## src/rtl/multdiv_pkg.sv

```systemverilog
// Shared constants and types for the iterative multiply/divide sequencer.
package multdiv_pkg;

    // Instruction fields that identify MUL and DIV in the DX stage
    localparam logic [4:0] OP_RTYPE = 5'b00000;
    localparam logic [4:0] ALU_MUL  = 5'b00110;
    localparam logic [4:0] ALU_DIV  = 5'b00111;

    // One engine iteration per operand bit
    localparam int ITERATIONS = 32;

    typedef enum logic [1:0] {
        S_IDLE = 2'd0,
        S_MUL  = 2'd1,
        S_DIV  = 2'd2,
        S_DONE = 2'd3
    } state_e;

    typedef enum logic {
        MODE_MUL = 1'b0,
        MODE_DIV = 1'b1
    } mode_e;

endpackage

```

## src/rtl/multdiv_datapath.sv

```systemverilog
// Shift-add / restoring shift-subtract engine with sign fix-up at finish.
// Operands are held as unsigned magnitudes; the sign is reapplied once the
// magnitude result is complete. The most negative value has magnitude
// 2^(WIDTH-1), which still fits an unsigned WIDTH-bit register, and the
// add/subtract is WIDTH+1 bits so carries and borrows are never lost.
module multdiv_datapath
    import multdiv_pkg::*;
#(
    parameter int WIDTH = 32
) (
    input  logic             clock,
    input  logic             reset,
    input  mode_e            mode,
    input  logic             load,
    input  logic             step,
    input  logic             finish,
    input  logic [WIDTH-1:0] a,
    input  logic [WIDTH-1:0] b,
    output logic [WIDTH-1:0] result,
    output logic             exception
);

    // acc: MUL -> partial product; DIV -> remainder:quotient
    logic [2*WIDTH-1:0] acc;
    // opa: MUL multiplier (shifts right) / DIV dividend (shifts left)
    logic [WIDTH-1:0]   opa;
    // opb: MUL multiplicand / DIV divisor
    logic [WIDTH-1:0]   opb;
    logic               sign;

    logic [WIDTH:0]     addend;
    logic [WIDTH:0]     sum;
    logic [WIDTH:0]     rem_sh;
    logic [WIDTH:0]     diff;
    logic               geq;
    logic [2*WIDTH-1:0] acc_next;
    logic [2*WIDTH-1:0] mag;
    logic [2*WIDTH-1:0] sgn_full;
    logic               ovf;
    logic [WIDTH-1:0]   mag_a;
    logic [WIDTH-1:0]   mag_b;

    // Operand magnitudes for capture at start
    always_comb begin
        mag_a = a[WIDTH-1] ? (~a + 1'b1) : a;
        mag_b = b[WIDTH-1] ? (~b + 1'b1) : b;
    end

    // One iteration of the active algorithm, plus the signed final value
    // derived from the post-iteration accumulator (used on the last step)
    always_comb begin
        addend = opa[0] ? {1'b0, opb} : '0;
        sum    = {1'b0, acc[2*WIDTH-1:WIDTH]} + addend;
        rem_sh = {acc[2*WIDTH-1:WIDTH], opa[WIDTH-1]};
        diff   = rem_sh - {1'b0, opb};
        geq    = ~diff[WIDTH];
        if (mode == MODE_DIV)
            acc_next = {(geq ? diff[WIDTH-1:0] : rem_sh[WIDTH-1:0]),
                        acc[WIDTH-2:0], geq};
        else
            acc_next = {sum, acc[WIDTH-1:1]};
        mag      = (mode == MODE_DIV) ? {{WIDTH{1'b0}}, acc_next[WIDTH-1:0]} : acc_next;
        sgn_full = (sign && (|mag)) ? (~mag + 1'b1) : mag;
        // Product fits WIDTH bits only if the upper bits are pure sign extension
        ovf      = ~((&sgn_full[2*WIDTH-1:WIDTH-1]) | ~(|sgn_full[2*WIDTH-1:WIDTH-1]));
    end

    // Operand capture, iteration and result registration
    always_ff @(posedge clock or negedge reset) begin
        if (!reset) begin
            acc       <= '0;
            opa       <= '0;
            opb       <= '0;
            sign      <= 1'b0;
            result    <= '0;
            exception <= 1'b0;
        end else begin
            if (load) begin
                acc  <= '0;
                opa  <= mag_a;
                opb  <= mag_b;
                sign <= a[WIDTH-1] ^ b[WIDTH-1];
            end else if (step) begin
                acc <= acc_next;
                opa <= (mode == MODE_DIV) ? (opa << 1) : (opa >> 1);
            end
            if (finish) begin
                if (mode == MODE_MUL) begin
                    result    <= sgn_full[WIDTH-1:0];
                    exception <= ovf;
                end else if (opb == '0) begin
                    // Divide by zero: the engine still ran, the quotient is discarded
                    result    <= '0;
                    exception <= 1'b1;
                end else begin
                    result    <= sgn_full[WIDTH-1:0];
                    exception <= 1'b0;
                end
            end
        end
    end

endmodule

```

## src/rtl/multdiv_sequencer.sv

```systemverilog
// Detects MUL/DIV in DX, stalls the pipeline for the 32-iteration run and
// presents result, exception and the captured instruction for one cycle.
module multdiv_sequencer
    import multdiv_pkg::*;
#(
    parameter int WIDTH = 32
) (
    input  logic             clock,
    input  logic             reset,
    input  logic [31:0]      dx_ir,
    input  logic [WIDTH-1:0] dx_a,
    input  logic [WIDTH-1:0] dx_b,
    output logic             pw_stall,
    output logic [31:0]      pw_ir,
    output logic [WIDTH-1:0] result,
    output logic             exception,
    output logic             result_valid
);

    state_e     state;
    state_e     state_nxt;
    logic [5:0] cnt;
    logic       start_mul;
    logic       start_div;
    logic       load;
    logic       step;
    logic       finish;
    mode_e      mode;

    // Instruction decode; only consulted in IDLE and DONE
    always_comb begin
        start_mul = (dx_ir[31:27] == OP_RTYPE) && (dx_ir[6:2] == ALU_MUL);
        start_div = (dx_ir[31:27] == OP_RTYPE) && (dx_ir[6:2] == ALU_DIV);
    end

    // Next-state and engine control decode
    always_comb begin
        state_nxt = state;
        load      = 1'b0;
        step      = 1'b0;
        finish    = 1'b0;
        case (state)
            S_IDLE, S_DONE: begin
                if (start_mul) begin
                    state_nxt = S_MUL;
                    load      = 1'b1;
                end else if (start_div) begin
                    state_nxt = S_DIV;
                    load      = 1'b1;
                end else begin
                    state_nxt = S_IDLE;
                end
            end
            S_MUL, S_DIV: begin
                step = 1'b1;
                if (cnt == 6'(ITERATIONS - 1)) begin
                    state_nxt = S_DONE;
                    finish    = 1'b1;
                end
            end
            default: state_nxt = S_IDLE;
        endcase
    end

    assign mode = (state == S_DIV) ? MODE_DIV : MODE_MUL;

    // State, iteration counter and captured instruction
    always_ff @(posedge clock or negedge reset) begin
        if (!reset) begin
            state <= S_IDLE;
            cnt   <= '0;
            pw_ir <= '0;
        end else begin
            state <= state_nxt;
            if (load) begin
                cnt   <= '0;
                pw_ir <= dx_ir;
            end else if (step) begin
                cnt <= cnt + 6'd1;
            end
        end
    end

    // Status outputs decode straight from the state register
    assign pw_stall     = (state == S_MUL) || (state == S_DIV);
    assign result_valid = (state == S_DONE);

    multdiv_datapath #(.WIDTH(WIDTH)) u_datapath (
        .clock     (clock),
        .reset     (reset),
        .mode      (mode),
        .load      (load),
        .step      (step),
        .finish    (finish),
        .a         (dx_a),
        .b         (dx_b),
        .result    (result),
        .exception (exception)
    );

endmodule

```

## config.mk

```make
export PLATFORM = sky130hd
export DESIGN_NAME = multdiv_sequencer
export DESIGN_NICKNAME = d
export VERILOG_FILES = /design/src/rtl/multdiv_pkg.sv /design/src/rtl/multdiv_datapath.sv /design/src/rtl/multdiv_sequencer.sv
export SDC_FILE = /design/constraint.sdc
export NUM_CORES = 1
export LEC_CHECK = 0
export CAP_MARGIN = 0
export CORE_MARGIN = 5
export CORE_UTILIZATION = 50
export DETAILED_ROUTE_END_ITERATION = 8
export DONT_BUFFER_PORTS = 1
export GPL_ROUTABILITY_DRIVEN = 0
export GPL_TIMING_DRIVEN = 0
export REMOVE_ABC_BUFFERS = 1
export SETUP_SLACK_MARGIN = 0.15
export SLEW_MARGIN = 20
export SYNTH_ARGS = -nofsm -noshare
export SYNTH_HDL_FRONTEND = slang
export SYNTH_SLANG_ARGS = --single-unit
```

## constraint.sdc

```tcl
create_clock -name clock -period 7.4 [get_ports clock]
set_input_delay 0.74 -clock clock [delete_from_list [all_inputs] [get_ports clock]]
set_output_delay 0.74 -clock clock [all_outputs]
set_load 0.02 [all_outputs]
```

==> results.json, run 1 <==
{
  "yosys.area.top_type": "dfrtp_1",
  "r2r_end": "u_datapath.exception$_DFFE_PN0P_",
  "outcome": "complete, no violations",
  "post-place-ws_ns": -1.23,
  "p_comb_share_pct": 12.2,
  "ys.warnings.count": 0,
  "die_y_um": 192,
  "synth_edf_count": 0,
  "cts.sinks": 202,
  "cts_tree": "built",
  "syn_area_per_cell_um2": 7.97,
  "period_share_pct": 93.3,
  "cts.path.max_buffers": 3,
  "antenna_found_initial": 1,
  "p_switching_uw": 756,
  "fin_nets": 2187,
  "switching_share_pct": 26.4,
  "layout_common_cells": "nand2_1 (282), a21oi_1 (200), dfrtp_1 (200), o21ai_0 (182), nor2_1 (101)",
  "r2r_slack_ns": 0.50,
  "die_w_um": 192,
  "synth_fa_ha_area_share_pct": 5.55,
  "power.total_mw": 2.86,
  "min_path_type": "in2async",
  "gr-total-overflow": 0,
  "end_kind": "register",
  "synthXorXnorAreaFrac_pct": 7.01,
  "worstPathArrival_ns": 7.33,
  "synthCells": 2071,
  "r2r_cells": 26,
  "pwr-share-seq_pct": 40.7,
  "cts_made_buffers": 25,
  "yosysSeqAreaShare_pct": 30.6,
  "grtUsageTotal_pct": 25.8,
  "grt_pass1_wl_mm": 78.5,
  "peakVddDrop_uv": 167,
  "synth_ff_type": "dfrtp_1",
  "timing.rr.start": "u_datapath.opb[2]$_DFFE_PN0P_",
  "synth-simple-area-share_pct": 23.2,
  "period_minus_slack_ns": 6.90,
  "vias_per_cell": 6.19,
  "syn2layout_area_growth_pct": 9.42,
  "core_mm2": 0.0325,
  "synth_compound_area_share_pct": 24.9,
  "synth.area.mux_share_pct": 4.34,
  "synth_top_area_share_pct": 30.6,
  "setup_tns_ns": 0,
  "clockPowerShare_pct": 47.1,
  "dr.pass1.iters": 5,
  "ys_types": 89,
  "finalHoldViolCount": 0,
  "p_leak_nw": 7.72,
  "cp-start-kind": "register",
  "crit_type": "reg2reg",
  "finalSetupViolCount": 0,
  "cts_max_level": 1,
  "cp_max_fo": 16,
  "drc": 0,
  "dp_hpwl_mm": 34.9,
  "grt_pass1_vias": 14725,
  "root_buffer": "clkbuf_16",
  "clock_latency_ns": 0.55,
  "vias": 15330,
  "ant_nets": 0,
  "internal-power_mw": 2.10,
  "num_io_pins": 165,
  "drive_gt1_share_pct": 7.22,
  "cts.clk_slew.worst_paths_ns": 0.06,
  "wl_mm": 48.3,
  "yosys-top-cells-area": "dfrtp_1 (31%), nand2_1 (6.4%), a21oi_1 (6.2%), o21ai_0 (5.5%), ha_1 (5.3%)",
  "grt_start_max_net_pins": 203,
  "finClkSkew_ns": 0.0136,
  "final_common_cell": "nand2_1",
  "powerDensity_mw_per_mm2": 158,
  "fmax_mhz": 145,
  "synthesis.area_mm2": 0.0165,
  "initialDrtViolationCount": 1111,
  "start_util_pct": 50.7,
  "yosys_register_bits": 202,
  "rsz0062_at_grt": "false",
  "io_buffers": 0,
  "drt-wirelength-per-cell_um": 19.5,
  "synth_top_family_by_area": "compound AO/OA/AOI/OAI gates",
  "die-area_mm2": 0.0367,
  "diodes": 0,
  "cap_viol_max_count": 0,
  "synthArstFlopShare_pct": 100,
  "rows": 66,
  "required_ns": 7.83,
  "setup_ws_ns": 0.495,
  "slew_violations": 0,
  "slew-limit-headroom_pct": 19.9,
  "worst_pin_slew_ns": 1.20
}
layout make-up:
class / count / area, um^2
clock buffers: 34 / 729
clock inverters: 11 / 183
fillers: 3135 / 14500
inverters: 70 / 268
multi-input cells: 1685 / 10800
flip-flops and latches: 202 / 5060
well taps: 442 / 553
repair buffers: 33 / 433
synthesized netlist by cell type (all sizes together) (21+ instances only):
cell type	instances
xor2	88
mux2i	57
nand4	23
nand3	54
nor4	32
nand2	282
a21o	31
ha	70
inv	70
o31ai	23
nor3	40
a21oi	204
a211oi	23
nor2	101
or3	39
and3	21
o211ai	34
and2	55
xnor2	44
buf	22
a31oi	28
clkbuf	94
o21ai	186
dfrtp	202
flip-flops by register name, summed over array words and instances, names as in the netlist:
register              flops
cnt                       6
pw_ir                    32
state                     2
u_datapath.acc           64
u_datapath.exception      1
u_datapath.opa           32
u_datapath.opb           32
u_datapath.result        32
u_datapath.sign           1
kinds of logic (layout without fill, tap and decap cells):
group           Yosys count  count (layout)
flops                   202             202
compound gates          657             657
xor+xnor                132             132
buf+inv                 186             148
mux                      70              70
fa+ha+maj                72              72
simple gates            752             754
worst max-delay path: stages (launching register included):
cell and delay, ns:
dfrtp_1 0.37, inv_1 0.26, ha_1 0.31, nand2b_1 0.15, a21oi_2 0.11, o41ai_4 0.44
a31o_2 0.34, and3_4 0.28, or2_4 0.14, nor2_1 0.04, a21oi_2 0.19, ha_1 0.25
o211ai_1 0.24, nor3_2 0.21, buf_4 0.16, nand4_4 0.16, nor3_2 0.26, o2111ai_1 0.23
or3_4 0.48, o41ai_4 0.29, buf_6 0.23, buf_8 0.17, nor3_1 0.07, or4_1 0.53
or4b_1 0.49, nor4_1 0.27, nor3_1 0.09
worst max path at each step:
stage,startpoint,endpoint
2_1_floorplan,state[0]$_DFFE_PN0P_,u_datapath.exception$_DFFE_PN0P_
3_3_place_gp,state[0]$_DFFE_PN0P_,u_datapath.exception$_DFFE_PN0P_
3_5_place_dp,u_datapath.opb[1]$_DFFE_PN0P_,u_datapath.exception$_DFFE_PN0P_
4_1_cts,u_datapath.opb[0]$_DFFE_PN0P_,u_datapath.exception$_DFFE_PN0P_
5_1_grt,u_datapath.opb[17]$_DFFE_PN0P_,u_datapath.exception$_DFFE_PN0P_
6_report,u_datapath.opb[2]$_DFFE_PN0P_,u_datapath.exception$_DFFE_PN0P_
routing by layer:
| layer | wire length, um | track usage, % | vias up |
|---|---|---|---|
| li1 | - | - | 7466 |
| met1 | 21600 | 36.6 | 7373 |
| met2 | 22800 | 42.0 | 421 |
| met3 | 2910 | 3.33 | 70 |
| met4 | 977 | 5.97 | 0 |
| met5 | 0 | 0 | - |
through the flow:
stage	cell area (um^2)	std cells	utilization (%)	hold WS (ns)
finish	18100	2477	55.5	0.0626
global route	18100	2477	55.5	0.0970
CTS	17900	2468	55.1	0.273
detailed placement	16900	2417	52.0	0.453
global placement	16600	2397	51.0	0.454
floorplan	16000	1955	-	0.444
power by group through the flow:
stage               clock, mW  sequential, mW  combinational [mW]
global placement            0            1.18               0.304
floorplan                   0            1.17               0.246
CTS                      1.38            1.16               0.345
detailed placement          0            1.18               0.309
global route             1.42            1.16               0.394
finish                   1.35            1.16               0.349
what timing repair did:
action                                  in CTS  in global routing
hold buffers                                 1                  0
pin swaps                                    3                  4
gates resized for setup                     12                  5
buffers inserted                             3                  8
endpoints found under the setup margin      29                  1
gates cloned                                 2                  0
hold endpoints to repair                   202                  0
Power figures use the tool's default switching activity.
==> inputs of run 2 (changes only) <==
==> constraint.sdc (replaced) <==
create_clock -name clock -period 8.73 [get_ports clock]
set_input_delay 0.873 -clock clock [delete_from_list [all_inputs] [get_ports clock]]
set_output_delay 0.873 -clock clock [all_outputs]
set_load 0.02 [all_outputs]
==> run 2 against run 1 <==
Net effect: clock power is 16% lower; largest power group unchanged; non-clock buffer count is 13 lower; first-iteration DRC count is 1.4% higher; critical path type unchanged; via count is 0.32% lower; design area is 1.2% lower; maximum frequency is 15% lower; clock skew is 0.0019 ns lower; cell count is 0.57% lower.
==> results.json, run 2 (synthesized netlist as in run 1, its figures left out) <==
{
  "outcome": "complete, no violations",
  "cts.path.max_buffers": 3,
  "crit_type": "reg2reg",
  "cts_max_level": 1,
  "grt_start_max_net_pins": 203,
  "wl_mm": 47.9,
  "setup_tns_ns": 0,
  "drive_gt1_share_pct": 6.23,
  "finClkSkew_ns": 0.0118,
  "fin_util_pct": 54.9,
  "syn2layout_area_growth_pct": 8.16,
  "p_leak_nw": 7.63,
  "die_y_um": 192,
  "finalSetupViolCount": 0,
  "dp_cells": 2417,
  "final_common_cell": "nand2_1",
  "finalHoldViolCount": 0,
  "cp-start-kind": "register",
  "clock_latency_ns": 0.55,
  "vias": 15281,
  "dr.pass1.iters": 5,
  "diodes": 0,
  "io_buffers": 0,
  "cts_tree": "built",
  "timing.rr.start": "u_datapath.opb[2]$_DFFE_PN0P_",
  "required_ns": 9.16,
  "cts_made_buffers": 25,
  "slew-limit-headroom_pct": 17.8,
  "slowest_delay_ns": 0.58,
  "rsz0062_at_grt": "false",
  "initialDrtViolationCount": 1126,
  "cp-startpoint": "u_datapath.opb[2]$_DFFE_PN0P_",
  "grt_pass1_wl_mm": 77.3,
  "fmax_mhz": 123,
  "period_share_pct": 92.9,
  "rows": 66,
  "core_mm2": 0.0325,
  "antenna_found_initial": 0,
  "cp_num_buf_inv": 3,
  "grtUsageTotal_pct": 25.2,
  "cp_slowest_cell": "o41ai_2",
  "die-area_mm2": 0.0367,
  "slew_violations": 0,
  "drc": 0,
  "top_register": "u_datapath.acc",
  "worst_pin_slew_ns": 1.23,
  "end_kind": "register",
  "layout_common_cells": "nand2_1 (282), a21oi_1 (203), dfrtp_1 (202), o21ai_0 (182), nor2_1 (101)",
  "powerDensity_mw_per_mm2": 134,
  "drt-wirelength-per-cell_um": 19.4,
  "path_delay_family": "simple AND/OR/NAND/NOR gates",
  "finalNonFillerCells": 2463,
  "grt_pass1_vias": 14640,
  "peakVddDrop_uv": 141,
  "cts.sinks": 202,
  "cts.clk_slew.worst_paths_ns": 0.06,
  "min_path_type": "in2async",
  "dp_hpwl_mm": 34.9,
  "largest_reg_flops": 64,
  "root_buffer": "clkbuf_16",
  "cts_hold_buf": 0,
  "cap_viol_max_count": 0,
  "start_util_pct": 50.7,
  "cp_max_fo": 30,
  "worstPathArrival_ns": 8.54,
  "gr-total-overflow": 0,
  "period_minus_slack_ns": 8.11,
  "die_w_um": 192,
  "fin_nets": 2173,
  "ant_nets": 0,
  "vias_per_cell": 6.20,
  "num_io_pins": 165
}
==> run 2: cell count changes in the layout (fill, tap and decap cells not counted), sizes merged <==
cell  previous run  this run
or2             11        10
buf             33        20
==> run 2: metal layers <==
| metal | track usage, % | up-vias | routed length [um] |
|---|---|---|---|
| li1 | - | 7433 | - |
| met1 | 35.3 | 7380 | 21700 |
| met2 | 41.5 | 386 | 22500 |
| met3 | 3.69 | 82 | 2630 |
| met4 | 5.64 | 0 | 1020 |
| met5 | 0 | - | 0 |
==> run 2: path summary, 6_finish.rpt <==
path,endpoint,slack [ns],depth (start not counted)
max in group asynchronous,u_datapath.result[0]$_DFFE_PN0P_,8.10,0
min,u_datapath.opb[29]$_DFFE_PN0P_,0.02,0
max,u_datapath.exception$_DFFE_PN0P_,0.62,25
min reg2reg,cnt[5]$_DFFE_PN0P_,0.48,1
max reg2reg,u_datapath.exception$_DFFE_PN0P_,0.62,25
min in group clock,pw_ir[20]$_DFFE_PN0P_,0.43,2
==> run 2: area by class of cell <==
class	count	area, um^2
fillers	3140	14700
multi-input cells	1684	10800
repair buffers	20	292
clock inverters	11	183
flip-flops and latches	202	5050
inverters	70	268
clock buffers	34	729
well taps	442	553
==> run 2: repair_timing <==
| action | CTS | global route |
|---|---|---|
| setup buffers | 0 | 0 |
| setup endpoints to repair | 1 | 1 |
| gates resized for setup | 1 | 2 |
| gates cloned | 0 | 1 |
| pin swaps | 0 | 1 |
==> run 2: metrics by stage <==
step	cell area, um^2	hold slack, ns	total power, mW	worst slack (ns)
2_1_floorplan	16000	0.444	1.20	-2.00
3_3_place_gp	16600	0.462	1.26	-6.61
3_5_place_dp	16900	0.473	1.26	0.0957
4_1_cts	17800	0.00976	2.42	0.361
5_1_grt	17800	0.0122	2.49	0.214
6_report	17800	0.0202	2.40	0.616
==> run 2: where the power goes <==
group	internal (mW)	leakage (nW)	switching (mW)
sequential	0.958	2.59	0.0272
clock	0.707	0.449	0.435
combinational	0.112	4.59	0.157
total	1.78	7.63	0.619
==> inputs of run 3 (changes only) <==
--- a/config.mk
+++ b/config.mk
@@ -5,14 +5,13 @@
 export SDC_FILE = /design/constraint.sdc
 export NUM_CORES = 1
 export LEC_CHECK = 0
-export CAP_MARGIN = 0
+export CAP_MARGIN = 30
 export CORE_MARGIN = 5
 export CORE_UTILIZATION = 50
 export DETAILED_ROUTE_END_ITERATION = 8
 export DONT_BUFFER_PORTS = 1
 export GPL_ROUTABILITY_DRIVEN = 0
 export GPL_TIMING_DRIVEN = 0
-export REMOVE_ABC_BUFFERS = 1
 export SETUP_SLACK_MARGIN = 0.15
 export SLEW_MARGIN = 20
 export SYNTH_ARGS = -nofsm -noshare
==> run 3 against run 2 <==
Net effect: first-iteration DRC count increased by 20%; worst hold slack improved by 0.018 ns; cell count increased by 3.9%; die area unchanged; routed wire length increased by 18%; non-clock buffer count increased by 101; critical path depth unchanged; worst setup slack got worse by 0.084 ns; via count increased by 6.0%; sequential share of layout area decreased by 0.077 points; sequential power about the same.
==> results.json, run 3 (synthesized netlist as in run 1, its figures left out) <==
{
  "outcome": "complete, no violations",
  "fillers": 3194,
  "ant_nets": 0,
  "multi_input_area_mm2": 0.0107,
  "worstSetupEndpoint": "u_datapath.exception$_DFFE_PN0P_",
  "grt_pass1_vias": 15415,
  "largest_reg_flops": 64,
  "rsz0062_at_grt": "false",
  "layout_common_cells": "nand2_1 (282), a21oi_1 (202), dfrtp_1 (202), o21ai_0 (182), nor2_1 (101)",
  "finalHoldViolCount": 0,
  "slew_violations": 0,
  "cp-startpoint": "u_datapath.acc[52]$_DFFE_PN0P_",
  "dp_hpwl_mm": 43.7,
  "root_buffer": "clkbuf_16",
  "start_util_pct": 50.7,
  "period_minus_slack_ns": 8.20,
  "slowest_delay_ns": 0.60,
  "drt-wirelength-per-cell_um": 22.1,
  "cts_setup_buffers": 0,
  "finalSetupViolCount": 0,
  "clock_latency_ns": 0.53,
  "required_ns": 9.14,
  "antenna_found_initial": 0,
  "end_kind": "register",
  "crit_type": "reg2reg",
  "peakVddDrop_uv": 135,
  "initialDrtViolationCount": 1347,
  "timing.rr.start": "u_datapath.acc[52]$_DFFE_PN0P_",
  "powerDensity_mw_per_mm2": 128,
  "io_buffers": 0,
  "die_w_um": 192,
  "setup_tns_ns": 0,
  "period_share_pct": 93.9,
  "fin_nets": 2271,
  "cts_hold_buf": 0,
  "wl_mm": 56.5,
  "die_y_um": 192,
  "cts_tree": "built",
  "drive_gt1_share_pct": 5.53,
  "r2r_slack_ns": 0.53,
  "slew-limit-headroom_pct": 32.2,
  "cts_max_level": 1,
  "gr-total-overflow": 0,
  "cp_slowest_cell": "o41ai_4",
  "syn2layout_area_growth_pct": 8.45,
  "worstPathArrival_ns": 8.61,
  "grt_start_max_net_pins": 203,
  "cap_viol_max_count": 0,
  "vias": 16205,
  "die-area_mm2": 0.0367,
  "cts_made_buffers": 23,
  "finClkSkew_ns": 0.0101,
  "min_path_type": "in2async",
  "rows": 66,
  "grtUsageTotal_pct": 30.0,
  "vias_per_cell": 6.34,
  "post-place-ws_ns": -0.726,
  "r2r_cells": 25,
  "drc": 0,
  "cp_max_fo": 10,
  "cts.path.max_buffers": 3,
  "dr.pass1.iters": 6,
  "num_io_pins": 165,
  "top_register": "u_datapath.acc",
  "r2r_end": "u_datapath.exception$_DFFE_PN0P_",
  "core_mm2": 0.0325,
  "cts.clk_slew.worst_paths_ns": 0.06,
  "grt_pass1_wl_mm": 87.6,
  "final_common_cell": "nand2_1",
  "synth_nets": 2241,
  "p_leak_nw": 7.66,
  "worst_pin_slew_ns": 1.02,
  "setup_ws_ns": 0.533,
  "seqCellArea_mm2": 0.00505,
  "cp-start-kind": "register",
  "fmax_mhz": 122,
  "cts.sinks": 202
}
## run 3: cell type report
cell class	instances	area share, %
multi-input cells	1683	60.0
flip-flops and latches	202	28.2
clock buffers	32	3.74
well taps	442	3.09
plain buffers	115	2.59
inverters	70	1.47
clock inverters	7	0.650
repair buffers	6	0.182
diodes	1	0.0140
## run 3: worst min path at each step
stage | start | endpoint | slack [ns] | depth (start not counted)
4_1_cts | reset | pw_ir[20]$_DFFE_PN0P_ | 0.02 | 0
5_1_grt | reset | pw_ir[18]$_DFFE_PN0P_ | 0.02 | 0
6_report | reset | pw_ir[20]$_DFFE_PN0P_ | 0.04 | 0
2_1_floorplan | cnt[5]$_DFFE_PN0P_ | cnt[5]$_DFFE_PN0P_ | 0.44 | 1
3_3_place_gp | cnt[5]$_DFFE_PN0P_ | cnt[5]$_DFFE_PN0P_ | 0.47 | 1
3_5_place_dp | cnt[5]$_DFFE_PN0P_ | cnt[5]$_DFFE_PN0P_ | 0.47 | 1
## run 3: repair_timing
item,4_1_cts,5_1_grt
resized for setup,4,7
hold endpoints to repair,0,0
setup endpoints to repair,32,23
## run 3: through the flow
| step | instance area (um^2) | power (mW) | hold slack [ns] | utilization [%] | instances |
|---|---|---|---|---|---|
| finish | 17900 | 2.29 | 0.0385 | 55.0 | 2558 |
| global route | 17900 | 2.38 | 0.0218 | 55.0 | 2557 |
| CTS | 17900 | 2.30 | 0.0209 | 54.9 | 2555 |
| detailed placement | 17100 | 1.28 | 0.472 | 52.5 | 2517 |
| global placement | 17100 | 1.27 | 0.465 | 52.4 | 2513 |
| floorplan | 16500 | 1.21 | 0.444 | - | 2071 |
## run 3: metal layers
| metal | up-vias | track usage [%] | wire (um) |
|---|---|---|---|
| li1 | 7635 | - | - |
| met1 | 7746 | 43.0 | 25200 |
| met2 | 728 | 47.5 | 25000 |
| met3 | 96 | 3.80 | 4720 |
| met4 | 0 | 8.59 | 1610 |
| met5 | - | 0 | 0 |
## run 3: critical path, delay by kind of cell, from the launching register on
family / cells / cell delay [ns]
adders and majority gates: 2 / 0.66
DFF: 1 / 0.48
and+or+nand+nor: 10 / 2.92
buffers and inverters: 3 / 0.96
AOI/OAI and AO/OA: 10 / 3.01
## run 3: power by group
group | switching (mW) | internal (mW)
registers | 0.0290 | 0.958
clock network | 0.405 | 0.620
logic | 0.170 | 0.113
total | 0.604 | 1.69
